==> src/rtl/pipe_ctrl_pkg.sv <==
// Shared types and control-word constants for the pipeline stall controller.
package pipe_ctrl_pkg;

  typedef enum logic [1:0] {
    RUN      = 2'd0,
    MEM_WAIT = 2'd1,
    HALT     = 2'd2
  } pipe_state_t;

  typedef struct packed {
    logic pc_en;
    logic ifid_en;
    logic ifid_flush;
    logic idex_en;
    logic idex_flush;
    logic exmem_en;
    logic memwb_flush;
    logic mem_busy;
    logic halted;
  } pipe_ctrl_t;

  localparam pipe_ctrl_t CTRL_RUN = '{
    pc_en: 1'b1, ifid_en: 1'b1, ifid_flush: 1'b0, idex_en: 1'b1, idex_flush: 1'b0,
    exmem_en: 1'b1, memwb_flush: 1'b0, mem_busy: 1'b0, halted: 1'b0};

  localparam pipe_ctrl_t CTRL_FREEZE = '{
    pc_en: 1'b0, ifid_en: 1'b0, ifid_flush: 1'b0, idex_en: 1'b0, idex_flush: 1'b0,
    exmem_en: 1'b0, memwb_flush: 1'b1, mem_busy: 1'b1, halted: 1'b0};

  localparam pipe_ctrl_t CTRL_RESET = '{
    pc_en: 1'b0, ifid_en: 1'b0, ifid_flush: 1'b1, idex_en: 1'b0, idex_flush: 1'b1,
    exmem_en: 1'b0, memwb_flush: 1'b1, mem_busy: 1'b0, halted: 1'b0};

  // Halt freezes everything like a memory stall but is not a memory access.
  localparam pipe_ctrl_t CTRL_HALT_ENTRY = '{
    pc_en: 1'b0, ifid_en: 1'b0, ifid_flush: 1'b0, idex_en: 1'b0, idex_flush: 1'b0,
    exmem_en: 1'b0, memwb_flush: 1'b1, mem_busy: 1'b0, halted: 1'b0};

  localparam pipe_ctrl_t CTRL_HALTED = '{
    pc_en: 1'b0, ifid_en: 1'b0, ifid_flush: 1'b0, idex_en: 1'b0, idex_flush: 1'b0,
    exmem_en: 1'b0, memwb_flush: 1'b1, mem_busy: 1'b0, halted: 1'b1};

endpackage

==> src/rtl/pipeline_stall_controller_load_use_detect.sv <==
// Load-use hazard comparator: the load in EX writes a register the ID instruction reads.
module load_use_detect #(
  parameter int unsigned REG_AW = 4
) (
  input  logic [REG_AW-1:0] id_rs1,
  input  logic [REG_AW-1:0] id_rs2,
  input  logic              id_uses_rs2,
  input  logic [REG_AW-1:0] ex_rd,
  input  logic              ex_mem_read,
  output logic              hazard
);

  always_comb begin
    hazard = ex_mem_read && ((id_rs1 == ex_rd) || (id_uses_rs2 && (id_rs2 == ex_rd)));
  end

endmodule

==> src/rtl/pipeline_stall_controller.sv <==
// Pipeline hold/bubble sequencer for load-use, branch, memory-wait and halt.
// Optional PIPE_STALL_PERF_EN adds saturating stall/flush event counters.
module pipeline_stall_controller
  import pipe_ctrl_pkg::*;
#(
  parameter int unsigned REG_AW  = 4,
  parameter int unsigned MEM_LAT = 2,
  parameter int unsigned CNT_W   = 4
) (
  input  logic              clk,
  input  logic              rst,
  input  logic [REG_AW-1:0] id_rs1,
  input  logic [REG_AW-1:0] id_rs2,
  input  logic              id_uses_rs2,
  input  logic [REG_AW-1:0] ex_rd,
  input  logic              ex_mem_read,
  input  logic              branch_taken,
  input  logic              mem_req,
  input  logic              halt_req,
  output logic              pc_en,
  output logic              ifid_en,
  output logic              ifid_flush,
  output logic              idex_en,
  output logic              idex_flush,
  output logic              exmem_en,
  output logic              memwb_flush,
  output logic              mem_busy,
  output logic              halted
`ifdef PIPE_STALL_PERF_EN
  ,
  output logic [15:0]       stall_cycles,
  output logic [15:0]       flush_events
`endif
);

  localparam logic [CNT_W-1:0] CNT_INIT = (MEM_LAT > 1) ? CNT_W'(MEM_LAT - 2) : '0;

  pipe_state_t      state_q, state_d;
  logic [CNT_W-1:0] cnt_q, cnt_d;
  pipe_ctrl_t       ctrl;
  logic             hazard;
  logic             apply_hazards;
  logic             branch_flush;

  load_use_detect #(.REG_AW(REG_AW)) u_load_use (
    .id_rs1      (id_rs1),
    .id_rs2      (id_rs2),
    .id_uses_rs2 (id_uses_rs2),
    .ex_rd       (ex_rd),
    .ex_mem_read (ex_mem_read),
    .hazard      (hazard)
  );

  always_ff @(posedge clk) begin
    if (rst) begin
      state_q <= RUN;
      cnt_q   <= '0;
    end else begin
      state_q <= state_d;
      cnt_q   <= cnt_d;
    end
  end

  always_comb begin
    ctrl          = CTRL_RUN;
    state_d       = state_q;
    cnt_d         = cnt_q;
    apply_hazards = 1'b0;
    branch_flush  = 1'b0;
    if (rst) begin
      ctrl    = CTRL_RESET;
      state_d = RUN;
      cnt_d   = '0;
    end else begin
      unique case (state_q)
        RUN: begin
          if (halt_req) begin
            ctrl    = CTRL_HALT_ENTRY;
            state_d = HALT;
          end else if ((MEM_LAT > 1) && mem_req) begin
            ctrl    = CTRL_FREEZE;
            state_d = MEM_WAIT;
            cnt_d   = CNT_INIT;
          end else begin
            apply_hazards = 1'b1;
          end
        end
        MEM_WAIT: begin
          if (cnt_q != '0) begin
            ctrl  = CTRL_FREEZE;
            cnt_d = cnt_q - CNT_W'(1);
          end else begin
            // Release cycle: the held mem_req belongs to the finishing access.
            state_d       = RUN;
            apply_hazards = 1'b1;
          end
        end
        HALT: ctrl = CTRL_HALTED;
        default: begin
          ctrl    = CTRL_RESET;
          state_d = RUN;
          cnt_d   = '0;
        end
      endcase

      if (apply_hazards) begin
        if (branch_taken) begin
          ctrl.ifid_flush = 1'b1;
          ctrl.idex_flush = 1'b1;
          branch_flush    = 1'b1;
        end else if (hazard) begin
          ctrl.pc_en      = 1'b0;
          ctrl.ifid_en    = 1'b0;
          ctrl.idex_flush = 1'b1;
        end
      end
    end
  end

  always_comb begin
    pc_en       = ctrl.pc_en;
    ifid_en     = ctrl.ifid_en;
    ifid_flush  = ctrl.ifid_flush;
    idex_en     = ctrl.idex_en;
    idex_flush  = ctrl.idex_flush;
    exmem_en    = ctrl.exmem_en;
    memwb_flush = ctrl.memwb_flush;
    mem_busy    = ctrl.mem_busy;
    halted      = ctrl.halted;
  end

`ifdef PIPE_STALL_PERF_EN
  always_ff @(posedge clk) begin
    if (rst) begin
      stall_cycles <= '0;
      flush_events <= '0;
    end else begin
      if (!ctrl.pc_en && (stall_cycles != '1)) stall_cycles <= stall_cycles + 16'd1;
      if (branch_flush && (flush_events != '1)) flush_events <= flush_events + 16'd1;
    end
  end
`else
  logic unused_branch_flush;
  always_comb unused_branch_flush = branch_flush;
`endif

endmodule

==> config.mk <==
export PLATFORM = sky130hd
export DESIGN_NAME = pipeline_stall_controller
export DESIGN_NICKNAME = d
export VERILOG_FILES = /design/src/rtl/pipe_ctrl_pkg.sv /design/src/rtl/pipeline_stall_controller_load_use_detect.sv /design/src/rtl/pipeline_stall_controller.sv
export SDC_FILE = /design/constraint.sdc
export NUM_CORES = 1
export LEC_CHECK = 0
export CORE_AREA = 2 2 39 41
export DETAILED_ROUTE_END_ITERATION = 10
export DIE_AREA = 0 0 41 43
export PLACE_DENSITY_LB_ADDON = 0.3
export SETUP_SLACK_MARGIN = 0.15
export SYNTH_ARGS = -nofsm -noshare
export SYNTH_HDL_FRONTEND = slang
export SYNTH_HIERARCHICAL = 1
export SYNTH_SLANG_ARGS = --single-unit
export TNS_END_PERCENT = 50
==> constraint.sdc <==
create_clock -name clk -period 5.8 [get_ports clk]
set_clock_uncertainty 0.05 [all_clocks]
set_input_delay 1.16 -clock clk [delete_from_list [all_inputs] [get_ports clk]]
set_output_delay 1.16 -clock clk [all_outputs]
set_load 0.1 [all_outputs]
* Yosys cells after proc, flatten, opt, wreduce, memory -nomap -nowiden
Cells that the tools add are included.
** Word-level totals
- Register bits :: 6
- Input port bits :: 19
- Output and inout bits :: 9
- Word-level logic and storage cells :: 45
** Cells by class
- $add $sub $neg :: 1
- Equal/unequal tests :: 9
- Multiplexer cells :: 25
- Bitwise operators :: 1
- Reductions and logical operators :: 7
** Operator list (number)
- 9-bit two-way mux :: 4
- 9-bit one-hot mux with 3 select lines :: 1
- 4-bit two-way mux :: 3
- 4-bit one-hot mux with 3 select lines :: 1
- 2-bit two-way mux :: 5
- 4-bit == test :: 2
- 1-bit two-way mux :: 8
- 2-bit != test (second input constant) :: 4
- 2-bit one-hot mux with 3 select lines :: 1
- 4-bit AND reduction :: 1
- 4-bit nonzero test :: 1
- 4-bit by 1-bit subtractor with 4-bit output (second input constant) :: 1
- 3-bit two-way mux :: 1
- 3-bit != test (second input constant) :: 1
- 3-bit AND reduction :: 1
- 2-bit by 1-bit == test with 1-bit output (second input constant) :: 1
- 2-bit == test (second input constant) :: 1
- 1-bit logical AND :: 2
- 2-bit logical NOT :: 1
- 1-bit one-hot mux with 2 select lines :: 1
- 1-bit logical OR :: 1
- 1-bit inverter :: 1

* Depth between registers and ports, before layout
- Word-level depth :: 8
- Gate-level depth with buffers :: 7
- Mapped depth without buffers :: 6

* Cells and area by module
Netlist, hierarchy kept.
** Modules (own cells, without submodules)
- pipeline_stall_controller :: times used 1, cells an instance 49, area an instance 400.4 um2, sequential area each 120.1 um2
- load_use_detect :: times used 1, cells an instance 13, area an instance 98.8 um2, sequential area each 0.0 um2

* Least setup slack after synthesis
Ideal clock, no wire load.
- Path type :: input-to-output
- Start point :: in ex_rd[1]
- End point :: out idex_flush
- Arrival :: 3.802 ns
- Required time :: 4.590 ns
- Path slack :: 0.788 ns
- Stages :: 6
- Buffers on the path :: 0
- Cell sequence :: xor2_1 > nor3_1 > nand3_1 > o21ai_2 > nor2_1 > o21ai_0
** Between the ends
- Word-level cells in the longest chain between the ends :: 8
- Elaborated cells between the ends (all ways) :: 9
- Those cells by class :: eq/ne: 2; mux: 4; reduce/logical: 3
** RTL lines
- start: declaration :: RTL line pipeline_stall_controller.sv:15 : input logic [REG_AW-1:0] ex_rd,
- 4-bit == test :: RTL line pipeline_stall_controller_load_use_detect.sv:14 : hazard = ex_mem_read && ((id_rs1 == ex_rd) || (id_uses_rs2 && (id_rs2 == ex_rd)));
- 1-bit logical AND :: RTL line pipeline_stall_controller_load_use_detect.sv:14
- 1-bit logical OR (*) :: RTL line pipeline_stall_controller_load_use_detect.sv:14
- 1-bit logical AND (*) :: RTL line pipeline_stall_controller_load_use_detect.sv:14
- named net hazard :: RTL line pipeline_stall_controller.sv:41 : logic hazard;
- 1-bit two-way mux (*) :: RTL line pipeline_stall_controller.sv:111 : end else if (hazard) begin
- 1-bit two-way mux (*) :: RTL line pipeline_stall_controller.sv:107 : if (branch_taken) begin
- 1-bit two-way mux (*) :: RTL line pipeline_stall_controller.sv:106 : if (apply_hazards) begin
- 9-bit two-way mux (*) :: RTL line pipeline_stall_controller.sv:70 : if (rst) begin
- end: declaration :: RTL line pipeline_stall_controller.sv:24 : output logic idex_flush,
The timed path passes the listed nets; every way through them passes the cells marked *.

* Final worst setup path
- Start point :: in halt_req
- End point :: out memwb_flush
** Between the ends
- Word-level cells in the longest chain between the ends :: 3
** RTL lines
- start: declaration :: RTL line pipeline_stall_controller.sv:19 : input logic halt_req,
- 9-bit two-way mux :: RTL line pipeline_stall_controller.sv:77 : if (halt_req) begin
- 9-bit one-hot mux with 3 select lines :: RTL line pipeline_stall_controller.sv:75 : unique case (state_q)
- 9-bit two-way mux :: RTL line pipeline_stall_controller.sv:70
- end: declaration :: RTL line pipeline_stall_controller.sv:26 : output logic memwb_flush,
No other way between the ends.

==> summary.txt <==
Global routing
  – First-pass GRT wire length: 1750 um
  – Initial antenna violation count: 0
  – Grt ovf: 0
  – Largest net degree at the start of global routing: 10
  – Total global-route track usage: 0.148
  – Vias in the first global route: 458

Floorplan
  – I/O Pins: 28
  – Die Span Y: 43 um
  – Core area: 1380 sq um
  – # rows: 14
  – Die area: 1760 sq um
  – Initial Util: 0.361
  – Die width: 41 um

STA
  – Max Slew Vio Count: 0
  – Fin crit period: 4540 ps
  – Worst-margin pin slew: just under 1000 ps
  – # setup viols final: 0
  – Period Utilization, post-route: 0.782
  – RSZ-0062 raised after global routing: false
  – Final setup TNS: 0 ps
  – Worst slew margin: 0.351
  – Final Hold Vio Count: 0
  – Fmax: 220 MHz
  – WHS: 440 ps

Logic synthesis
  – Number of flops mapped to enable cells by yosys: 0
  – Total of warnings raised by yosys: 6
  – Yosys top cell area share: 0.241
  – Leading area contributor after synthesis: dfxtp_1
  – Syn_area_per_cell: 8.05 sq um
  – Post-Synthesis Cells: 62
  – Sequential area share after synthesis: 0.241
  – Dominant synthesized flop cell: dfxtp_1
  – Ys async rst share: 0
  – Synth Net Count: between 80 and 90
  – Flops & latches, synth: 6
  – Distinct cells, synth: 25
  – Synthesized cell area: 499 sq um
  – Synth area leaders: dfxtp_1 (24%), xnor2_1 (11%), xor2_1 (7.0%), nor2_1 (5.3%), ha_1 (5.0%)

Finish
  – Final std cells w/o fill: between 100 and 150
  – Post-layout util: 0.561
  – Nets: 112
  – Layout area overhead: 55.6%
  – Number of inserted diodes: 0
  – Layout cells sized above 1: 0.157

Route
  – Metal3 WL: slightly above 60 um
  – Drt first-iter violations: 8
  – DRC: 0
  – DR vias: around 520
  – Wire per inst: 10.5 um
  – DR pass1 iterations: 5
  – Top Layer Used: met4
  – Routed WL: roughly 1100 um
  – M1 WL: 428 um
  – Vias/cell: 4.97
  – Metal2 WL: 601 um
  – ANT nets after route: 0

Clock tree
  – Clk Latency, worst-skew pair: approximately 250 ps
  – Clock sinks: 6
  – Clk buf depth: 2
  – Reg clk slew, reported paths: 50 ps
  – Clock Tree Root: clkbuf_4
  – TritonCTS clock tree: yes
  – Post-CTS Resized: 0
  – H-Tree Depth: 1
  – Postcts setup bufs: 0
  – # hold bufs at CTS: 0
  – TritonCTS Buffers: 3

Power and ir drop
  – Leakage: 0.319 nW
  – Combinational cell fraction of total power: 0.473
  – Sw Ratio: 0.414
  – Switching pwr: 70.7 uW
  – Power density over the cells: 220 nW/um^2
  – Internal: about 100 uW
  – Peak VDD IR: a little over 0.09 mV
  – Clock power share: 0.242
  – Flop pwr share: 0.286

Run
  – Max_cap viols: 0

Place
  – PortBufs: 27
  – Inst Count DP: between 100 and 150
  – DP HPWL: 872 um
  – Placer's final routability congestion estimate: 0.665

Min path
  – Hold Path Class: register to register

Setup path
  – Crit start category: input port
  – CP Class: input port to output pin
  – Worst-path maximum fanout: 4
  – Crit path DAT: 3330 ps
  – Crit. End Element: output pin
  – CP required: 4590 ps

Status
  – Status: finished, final reports clean
-- path summary, 6_finish.rpt --
kind              cells past startpoint     endpoint  slack, ps  startpoint
setup / recovery                      5  memwb_flush       1260    halt_req
hold / removal                        2     cnt_q[3]        440    cnt_q[3]
setup reg to reg                      6     cnt_q[1]       4150    cnt_q[0]
hold reg to reg                       2     cnt_q[3]        440    cnt_q[3]
-- routing by layer --
layer | GRT usage | vias up
li1 | - | 264
met1 | 0.151 | 235
met2 | 0.256 | 21
met3 | 0.0314 | 2
met4 | 0.0800 | 0
met5 | 0 | -
-- cells by family after synthesis --
| family | count (synthesis) | share of synthesized area |
|---|---|---|
| AND/OR/NAND/NOR | 24 | 0.271 |
| flip-flops | 6 | 0.241 |
| multiplexers | 1 | 0.0201 |
| XOR/XNOR | 10 | 0.175 |
| buffers and inverters | 8 | 0.0827 |
| adder cells (fa/ha/maj) | 2 | 0.0501 |
| AO/OA/AOI/OAI | 11 | 0.160 |
-- power groups by stage --
stage	clock, mW	combinational, mW	sequential [mW]
final	0.0413	0.0807	0.0488
after CTS	0.0417	0.0812	0.0485
after detailed placement	0	0.0808	0.0490
after floorplan	0	0.0585	0.0476
after global placement	0	0.0804	0.0491
after global routing	0.0426	0.0863	0.0490
-- cell usage after synthesis, drive strengths merged (2+ instances only) --
master,instances
a21oi,3
buf,3
dfxtp,6
ha,2
inv,5
nand2,2
nand3,3
nor2,7
nor3,5
nor3b,2
o21ai,4
or3,2
xnor2,6
xor2,4
-- worst max-delay path: stages --
cell and delay [ps]:
clkdlybuf4s50_1 540, nor3_1 80, a2bb2oi_1 220, or2_1 180, clkdlybuf4s50_1 1150
-- flip-flops by register name, indices dropped and copies added (netlist names) --
register	flops
cnt_q	4
state_q	2
-- per-stage QoR --
step	total power [mW]	worst slack, ps	cell area (sq um)
2_1_floorplan	0.106	788	499
6_report	0.171	1260	777
3_3_place_gp	0.129	1270	754
3_5_place_dp	0.130	1270	754
5_1_grt	0.178	1110	777
4_1_cts	0.171	1260	777
-- cells in the final DEF, fill, tap and decap left out, drive strengths merged --
cell type and count:
clkdlybuf4s50 22, nor2 7, xnor2 6, dfxtp 6, inv 5, nor3 5
buf 5, xor2 4, o21ai 4, clkbuf 3, nand3 3, a21oi 3
nand2 2, or3 2, ha 2, nor3b 2, or2b 1, or3b 1
a2bb2oi 1, or2 1, a22oi 1, o22ai 1, mux2i 1, o221ai 1
-- area by class of cell --
| type | count | area, sq um |
|---|---|---|
| Fill cell | 132 | 607 |
| Multi-Input combinational cell | 48 | 338 |
| Timing Repair Buffer | 27 | 258 |
| Sequential cell | 6 | 120 |
| Clock buffer | 3 | 22.5 |
| Tap cell | 16 | 20.0 |
| Inverter | 5 | 18.8 |
Power figures use the tool's default switching activity.
